## config.mk

```make
export PLATFORM = sky130hd
export DESIGN_NAME = mem_rr_arbiter
export DESIGN_NICKNAME = d
export VERILOG_FILES = /design/src/rtl/mem_rr_arbiter.sv
export SDC_FILE = /design/constraint.sdc
export NUM_CORES = 1
export LEC_CHECK = 0
export CAP_MARGIN = 30
export CORE_MARGIN = 2
export CORE_UTILIZATION = 40
export DETAILED_ROUTE_END_ITERATION = 6
export PLACE_DENSITY = 0.95
export SYNTH_ARGS = -nofsm -noshare
export SYNTH_HDL_FRONTEND = slang
export SYNTH_SLANG_ARGS = --single-unit
```

## constraint.sdc

```tcl
create_clock -name clk -period 2.35 [get_ports clk]
set_input_delay 0.3525 -clock clk [delete_from_list [all_inputs] [get_ports clk]]
set_output_delay 0.3525 -clock clk [all_outputs]
set_load 0.01 [all_outputs]
```

## src/rtl/mem_rr_arbiter.sv

```systemverilog
// mem_rr_arbiter: two-requester round-robin sequencer for a combinational 256x8 memory.
// Commands run IDLE -> ACCESS -> DONE; all memory-side signals come straight from registers.
`default_nettype none

module mem_rr_arbiter #(
  parameter int ADDR_W = 8,
  parameter int DATA_W = 8
) (
  input  logic              clk,
  input  logic              rst_n,
  input  logic [1:0]        req_i,
  input  logic [1:0]        we_i,
  input  logic [ADDR_W-1:0] addr0_i,
  input  logic [ADDR_W-1:0] addr1_i,
  input  logic [DATA_W-1:0] wdata0_i,
  input  logic [DATA_W-1:0] wdata1_i,
  output logic [1:0]        gnt_o,
  output logic [1:0]        done_o,
  output logic [DATA_W-1:0] rdata_o,
  output logic              busy_o,
  output logic [ADDR_W-1:0] mem_addr,
  output logic              mem_write_en,
  output logic              mem_read_en,
  output logic [DATA_W-1:0] mem_write_in,
  input  logic [DATA_W-1:0] mem_read_out
);

  typedef enum logic [1:0] {
    IDLE   = 2'd0,
    ACCESS = 2'd1,
    DONE   = 2'd2
  } state_t;

  state_t            state;
  state_t            state_nxt;
  logic              cmd_we;
  logic              cmd_id;
  logic              last_id;
  logic [ADDR_W-1:0] cmd_addr;
  logic [DATA_W-1:0] cmd_wdata;
  logic [DATA_W-1:0] rdata_q;
  logic              any_req;
  logic              win_id;

  // On a tie the requester not served last wins; otherwise the sole requester.
  assign any_req = |req_i;
  assign win_id  = (req_i == 2'b11) ? ~last_id : req_i[1];

  always_ff @(posedge clk) begin
    if (!rst_n) state <= IDLE;
    else        state <= state_nxt;
  end

  always_comb begin
    state_nxt    = state;
    gnt_o        = 2'b00;
    done_o       = 2'b00;
    busy_o       = 1'b0;
    mem_write_en = 1'b0;
    mem_read_en  = 1'b0;
    case (state)
      IDLE: begin
        if (any_req) state_nxt = ACCESS;
      end
      ACCESS: begin
        busy_o        = 1'b1;
        gnt_o[cmd_id] = 1'b1;
        mem_write_en  = cmd_we;
        mem_read_en   = ~cmd_we;
        state_nxt     = DONE;
      end
      DONE: begin
        busy_o         = 1'b1;
        done_o[cmd_id] = 1'b1;
        state_nxt      = IDLE;
      end
      default: state_nxt = IDLE;
    endcase
  end

  // Captured command stays frozen from arbitration until the next IDLE, so
  // address and write data are stable for the whole strobe cycle.
  always_ff @(posedge clk) begin
    if (!rst_n) begin
      cmd_we    <= 1'b0;
      cmd_id    <= 1'b0;
      cmd_addr  <= '0;
      cmd_wdata <= '0;
      rdata_q   <= '0;
      last_id   <= 1'b1;
    end else begin
      if (state == IDLE && any_req) begin
        cmd_id    <= win_id;
        cmd_we    <= we_i[win_id];
        cmd_addr  <= win_id ? addr1_i : addr0_i;
        cmd_wdata <= win_id ? wdata1_i : wdata0_i;
      end
      if (state == ACCESS && !cmd_we) rdata_q <= mem_read_out;
      if (state == DONE) last_id <= cmd_id;
    end
  end

  assign mem_addr     = cmd_addr;
  assign mem_write_in = cmd_wdata;
  assign rdata_o      = rdata_q;

endmodule

`default_nettype wire

```

Word level (Yosys, flattened, before mapping):

Cells that the tools add are included.

* register bits: 29
* bits of input ports: 46
* output and inout port bits: 31
* logic and storage cells: 37

* magnitude comparators: 3
* eq/ne operators: 4
* muxes and demuxes: 14
* bitwise gates (word level): 2
* reductions and logical operators: 7

Operator list (number)
* $mux 8: 2
* $mux 1: 7
* $mux 2: 3
* $eq 2x2->1 const B: 2
* $lt 1x2->1 const B: 2
* $pmux 2 s2: 1
* $reduce_or 2->1: 2
* $logic_and 1x1->1: 3
* $eq 2x1->1 const B: 1
* $logic_not 2->1: 1
* $ne 2x2->1 const B: 1
* $not 1->1: 2
* $demux 1 s1: 1
* $ge 1x1->1 const B: 1
* $logic_not 1->1: 1

Longest topological paths before layout:

Gate-level depths: netlist of run 1.

* word-level depth: 5
* mapped depth: 7
* depth with buffers taken out: 6

Worst setup path before layout of run 1:

OpenSTA, ideal clock, no wires.

* kind: flip-flop to output port
* start: register state[1]
* end: output port mem_read_en
* data arrival time: 1.042 ns
* required time: 1.997 ns
* slack: 0.956 ns
* stages on the path, launching flop included: 6
* path buffers: 1
* cells stage by stage: dfxtp_1 -> inv_1 -> ha_1 -> nand2b_1 -> buf_2 -> clkinv_1

* cells in the longest elaborated chain, start to end: 2

RTL lines
* from (decl): RTL line 34 `state_t state;`
* from (signal assigned): RTL line 51 `else state <= state_nxt;`
* $eq 2x1->1: RTL line 61 `case (state)`
* $mux 1: RTL line 61
* to (decl): RTL line 23 `output logic mem_read_en,`

Every way passes these cells.

Final worst setup path of run 1:

Ends and elaborated chain as after synthesis.

==> results of run 1 <==
power breakdown:
part | switching (mW) | leakage (nW) | internal [mW]
sequential | 0.0352 | 0.239 | 0.555
clock | 0.169 | 0.0320 | 0.114
combinational | 0.200 | 0.555 | 0.253
total | 0.404 | 0.827 | 0.921
worst max path at each step:
stage | startpoint | endpoint | cells past startpoint
after detailed placement | state[1] | mem_read_en | 5
after CTS | state[1] | mem_read_en | 5
after global placement | state[1] | mem_read_en | 5
after global routing | state[1] | mem_read_en | 5
final | state[1] | mem_read_en | 5
after floorplan | state[1] | mem_read_en | 5
registers in the layout, indices dropped and copies added (netlist names):
name,flops
mem_write_in,8
state,2
last_id,1
cmd_we,1
rdata_o,8
mem_addr,8
cmd_id,1
layout make-up:
| cell class | instances | share of cell area |
|---|---|---|
| multi-input cells | 116 | 0.3030 |
| flip-flops and latches | 29 | 0.2725 |
| repair buffers | 79 | 0.3676 |
| well taps | 44 | 0.02584 |
| clock buffers | 6 | 0.01938 |
| clock inverters | 2 | 0.004698 |
| inverters | 4 | 0.007046 |
per-stage QoR:
step	util	area (µm²)	setup slack, ps	hold slack, ps
2_1_floorplan	-	1300	956.0	486.6
3_3_place_gp	0.6756	2079	541.2	451.9
3_5_place_dp	0.6756	2079	484.0	458.5
4_1_cts	0.6923	2131	132.4	470.6
5_1_grt	0.6923	2131	30.48	490.8
6_report	0.6923	2131	151.3	467.4
routing by layer:
layer	up-vias	part of all wire	GRT usage
met5	-	0	0
met4	0	0.0093	0.06522
met3	5	0.079	0.06303
met2	49	0.50	0.3656
met1	616	0.41	0.2211
li1	690	-	-
worst max-delay path: stages (launching register included):
cell             delay (ps)
dfxtp_1                 360
inv_1                   100
ha_1                    230
nand2b_1                110
clkinv_1                200
clkdlybuf4s50_1         540
logic make-up after synthesis:
group,Yosys count,synth area share
flops,29,0.4466
simple gates,44,0.1453
buf+inv,13,0.05678
mux,2,0.01540
compound gates,65,0.2878
fa+ha+maj,5,0.04812
cell usage in the layout, fill, tap and decap left out, types with 2 or more instances in the layout:
master	n
clkdlybuf4s50_1	76
a21oi_1	35
nand2_1	34
dfxtp_1	29
o21ai_0	17
a21boi_0	8
ha_1	5
clkbuf_4	5
nor2b_1	4
inv_1	3
and2_1	3
buf_4	3
mux2i_1	2
clkinv_2	2
==> results_dict.tcl, run 1 <==
set metrics [dict create \
    path_clk_slew_ps 90 \
    fmax_mhz 454.8 \
    finalHoldViolCount 0 \
    final_cells 280 \
    drc 0 \
    slew_headroom 0.6720 \
    leakage_nw 0.8269 \
    reg2reg_from "state[1]" \
    power_density_mw_per_mm2 622.2 \
    dieArea_mm2 0.003722 \
    yosys_register_bits 29 \
    avgSynthCellArea_um2 8.228 \
    ios 77 \
    viasPerCell 4.857 \
    die_h_um 61.01 \
    start_kind "register" \
    total_power_mw 1.326 \
    cts_resized 0 \
    finalCriticalPeriod_ps 2199 \
    multi_input_area_um2 645.6 \
    coreArea_mm2 0.003078 \
    overflow 0 \
    grt_pass1_vias 1311 \
    syn_inst 158 \
    period_share 0.9356 \
    drt_iter0_markers 82 \
    hold_start "rdata_o[1]" \
    htree_levels 2 \
    worstMarginPinSlew_ps 490.7 \
    slew_viol_final 0 \
    r2r-end "state[1]" \
    drv_cap 0 \
    fin_skew_ps 9.558 \
    cts-root-buf "clkbuf_4" \
    gp_congestion 0.7844 \
    path_class "register to output pin" \
    grt_max_degree 21 \
    synth.largest_area_cell "dfxtp_1" \
    wire_per_inst_um 12.66 \
    clockBufferDepth 2 \
    synth_most_common_cell "a21oi_1" \
    syn_nets 209 \
    dp.cells 272 \
    cp.arrival_ps 1850 \
    io_buffers 76 \
    yosysWarnings 0 \
    synth-main-ff-cell "dfxtp_1" \
    fp.dieW_um 61.01 \
    crit_path_max_fanout 9 \
    status "finished, final reports clean" \
    clock_sinks 29 \
    ys_types 24 \
    synth_area_mm2 0.001300 \
    cts_tree "built" \
    synth.area.top_cells "dfxtp_1, a21oi_1, nand2_1, o21ai_0, ha_1" \
    postCtsSetupBuffers 0 \
    clock_latency_ps 320 \
    fin_setup_tns_ps 0 \
    required_ps 2000 \
    cts-hold-fix-buffers 0 \
    area_delta_synth_final_pct 63.91 \
    grt_pass1_wl_um 5471 \
    final-setup-viol-count 0 \
    grt_antenna_before_repair 0 \
    synth_common_cells "a21oi_1, nand2_1, dfxtp_1, o21ai_0, a21boi_0" \
    ant_nets 0 \
    seq_area_frac_synth 0.4466 \
    rsz0062_at_grt "false" \
    min_path_cells 2 \
    async_flop_share 0 \
    grt_usage 0.2006 \
    register_area_um2 580.6 \
    critPathCaptureType "output pin" \
    diodes 0 \
    firstDrtPassIters 4 \
    vias 1360 \
    synth_top_area_share 0.4466 \
    min_to "rdata_o[1]" \
    ir_drop_mv 0.3870 \
    hpwl_um 2608 \
    rr_worst_depth 5 \
    final.fill_count 248 \
    r2r_slack_ps 840 \
    rows 20 \
    cts_inserted_buffers 5 \
    start_util 0.4224 \
    drive_gt1_frac 0.05932 \
    synth_edf_count 0 \
    fin_nets 286 \
    drt-total-wl_um 3546 \
    hold_path.class "register to register" \
]
Power figures use the tool's default switching activity.
==> run 2: changes to the inputs <==
--- a/config.mk
+++ b/config.mk
@@ -10,6 +10,7 @@
 export CORE_UTILIZATION = 40
 export DETAILED_ROUTE_END_ITERATION = 6
 export PLACE_DENSITY = 0.95
+export SLEW_MARGIN = 20
 export SYNTH_ARGS = -nofsm -noshare
 export SYNTH_HDL_FRONTEND = slang
 export SYNTH_SLANG_ARGS = --single-unit
==> results of run 2 <==
Same layout as run 1: the final DEF is identical, and so are final timing and power.
==> run 3: changes to the inputs <==
--- a/config.mk
+++ b/config.mk
@@ -6,10 +6,12 @@
 export NUM_CORES = 1
 export LEC_CHECK = 0
 export CAP_MARGIN = 30
+export CORE_ASPECT_RATIO = 1.5
 export CORE_MARGIN = 2
 export CORE_UTILIZATION = 40
 export DETAILED_ROUTE_END_ITERATION = 6
-export PLACE_DENSITY = 0.95
+export MAX_ROUTING_LAYER = met4
+export PLACE_DENSITY = 0.93
 export SLEW_MARGIN = 20
 export SYNTH_ARGS = -nofsm -noshare
 export SYNTH_HDL_FRONTEND = slang
==> results_dict.tcl, run 3 (same netlist as run 1, synthesis figures left out) <==
set metrics [dict create \
    rr_worst_depth 5 \
    period_share 0.9143 \
    start_kind "register" \
    slew_viol_final 0 \
    power_density_mw_per_mm2 662.4 \
    ios 77 \
    postCtsSetupBuffers 0 \
    slew_headroom 0.6698 \
    critPathCaptureType "output pin" \
    r2r-end "state[1]" \
    clock_sinks 29 \
    finalCriticalPeriod_ps 2149 \
    crit_path_max_incr_delay_ps 550 \
    gp_congestion 0.7455 \
    reg2reg_from "state[1]" \
    drc 0 \
    cts_resized 0 \
    rsz0062_at_grt "false" \
    coreArea_mm2 0.003128 \
    clockBufferDepth 2 \
    worstMarginPinSlew_ps 494.0 \
    firstDrtPassIters 3 \
    fin_skew_ps 5.622 \
    cp.arrival_ps 1800 \
    fin_setup_tns_ps 0 \
    start_util 0.4156 \
    grt_antenna_before_repair 0 \
    area_delta_synth_final_pct 65.93 \
    route.met3.wl_um 227 \
    finalHoldViolCount 0 \
    die_h_um 73.82 \
    leakage_nw 0.8398 \
    diodes 0 \
    worstSetupPathDepth 5 \
    grt_pass1_vias 1366 \
    met1_length_um 1411 \
    grt_max_degree 30 \
    crit_slowest_cell "clkdlybuf4s50_1" \
    cts_tree "built" \
    htree_levels 2 \
    final_common_cell "clkdlybuf4s50_1" \
    cts-hold-fix-buffers 0 \
    fp.dieW_um 50.55 \
    hold_path.class "register to register" \
    crit_start "state[1]" \
    cts-root-buf "clkbuf_8" \
    cts_inserted_buffers 5 \
    drt-total-wl_um 3513 \
    viasPerCell 4.971 \
    register_area_um2 580.6 \
    required_ps 2000 \
    wire_per_inst_um 12.73 \
    drt_iter0_markers 25 \
    path_buf_inv 3 \
    path_class "register to output pin" \
    clock_latency_ps 280 \
    ant_nets 0 \
    final_core_util 0.6896 \
    status "finished, final reports clean" \
    fin_nets 286 \
    dieArea_mm2 0.003731 \
    io_buffers 76 \
    hpwl_um 2520 \
    grt_pass1_wl_um 5823 \
    drv_cap 0 \
    path_delay_family "buffers and inverters" \
    crit_path_max_fanout 9 \
    routed-wl-met2_um 1821 \
    top_layer "met4" \
    rows 25 \
    final_cell_mix "clkdlybuf4s50_1, a21oi_1, nand2_1, dfxtp_1, o21ai_0" \
    grt_usage 0.2116 \
    ir_drop_mv 0.4143 \
    crit_path_end "mem_read_en" \
    overflow 0 \
    final-setup-viol-count 0 \
    crit_chain "inv_1 > ha_1 > nand2b_1 > clkinv_1 > clkdlybuf4s50_1" \
    path_clk_slew_ps 60 \
    r2r_slack_ps 850 \
    vias 1372 \
    drive_gt1_frac 0.05932 \
    multi_input_area_um2 645.6 \
    final.fill_count 253 \
    fmax_mhz 465.4 \
]
## run 3: worst register-to-register path, stage by stage (launching register included)
cell     delay, ps
dfxtp_1        320
inv_1          130
ha_1           240
nor3b_1        410
mux2i_1        250
nor2b_1         60
## run 3: report_power, final
part	internal [mW]	switching (mW)	total, mW
Clock	0.204	0.180	0.384
Sequential	0.556	0.0340	0.590
Combinational	0.253	0.202	0.455
Total	1.01	0.415	1.43
## run 3: how the worst min path moves through the flow
stage          startpoint     endpoint  slack (ps)  depth (start not counted)
6_report       rdata_o[6]   rdata_o[6]         460                          2
5_1_grt        rdata_o[6]   rdata_o[6]         490                          2
4_1_cts        rdata_o[6]   rdata_o[6]         460                          2
3_5_place_dp   rdata_o[6]   rdata_o[6]         460                          2
3_3_place_gp   rdata_o[6]   rdata_o[6]         450                          2
2_1_floorplan  addr0_i[0]  mem_addr[0]         490                          2
## run 3: final cells by class
class / instances / area share
multi-input cells: 116 / 0.2993
well taps: 40 / 0.02320
flip-flops and latches: 29 / 0.2691
clock buffers: 6 / 0.03364
clock inverters: 2 / 0.004640
inverters: 4 / 0.006961
repair buffers: 79 / 0.3631
## run 3: metrics by stage
step | hold slack, ps | area [µm²] | std cells | worst slack (ps) | total power, mW
after detailed placement | 456.2 | 2074 | 268 | 493.9 | 1.056
final | 461.9 | 2157 | 276 | 201.4 | 1.429
after global placement | 450.0 | 2074 | 268 | 552.4 | 1.046
after CTS | 464.0 | 2157 | 276 | 187.6 | 1.443
after global routing | 485.9 | 2157 | 276 | 76.25 | 1.517
after floorplan | 486.6 | 1300 | 158 | 956.0 | 0.8098
## run 3: per-layer routing
metal | vias to the layer above | global-route usage
li1 | 688 | -
met5 | - | -
met2 | 52 | 0.3713
met1 | 625 | 0.2270
met3 | 7 | 0.05691
met4 | 0 | 0.07508
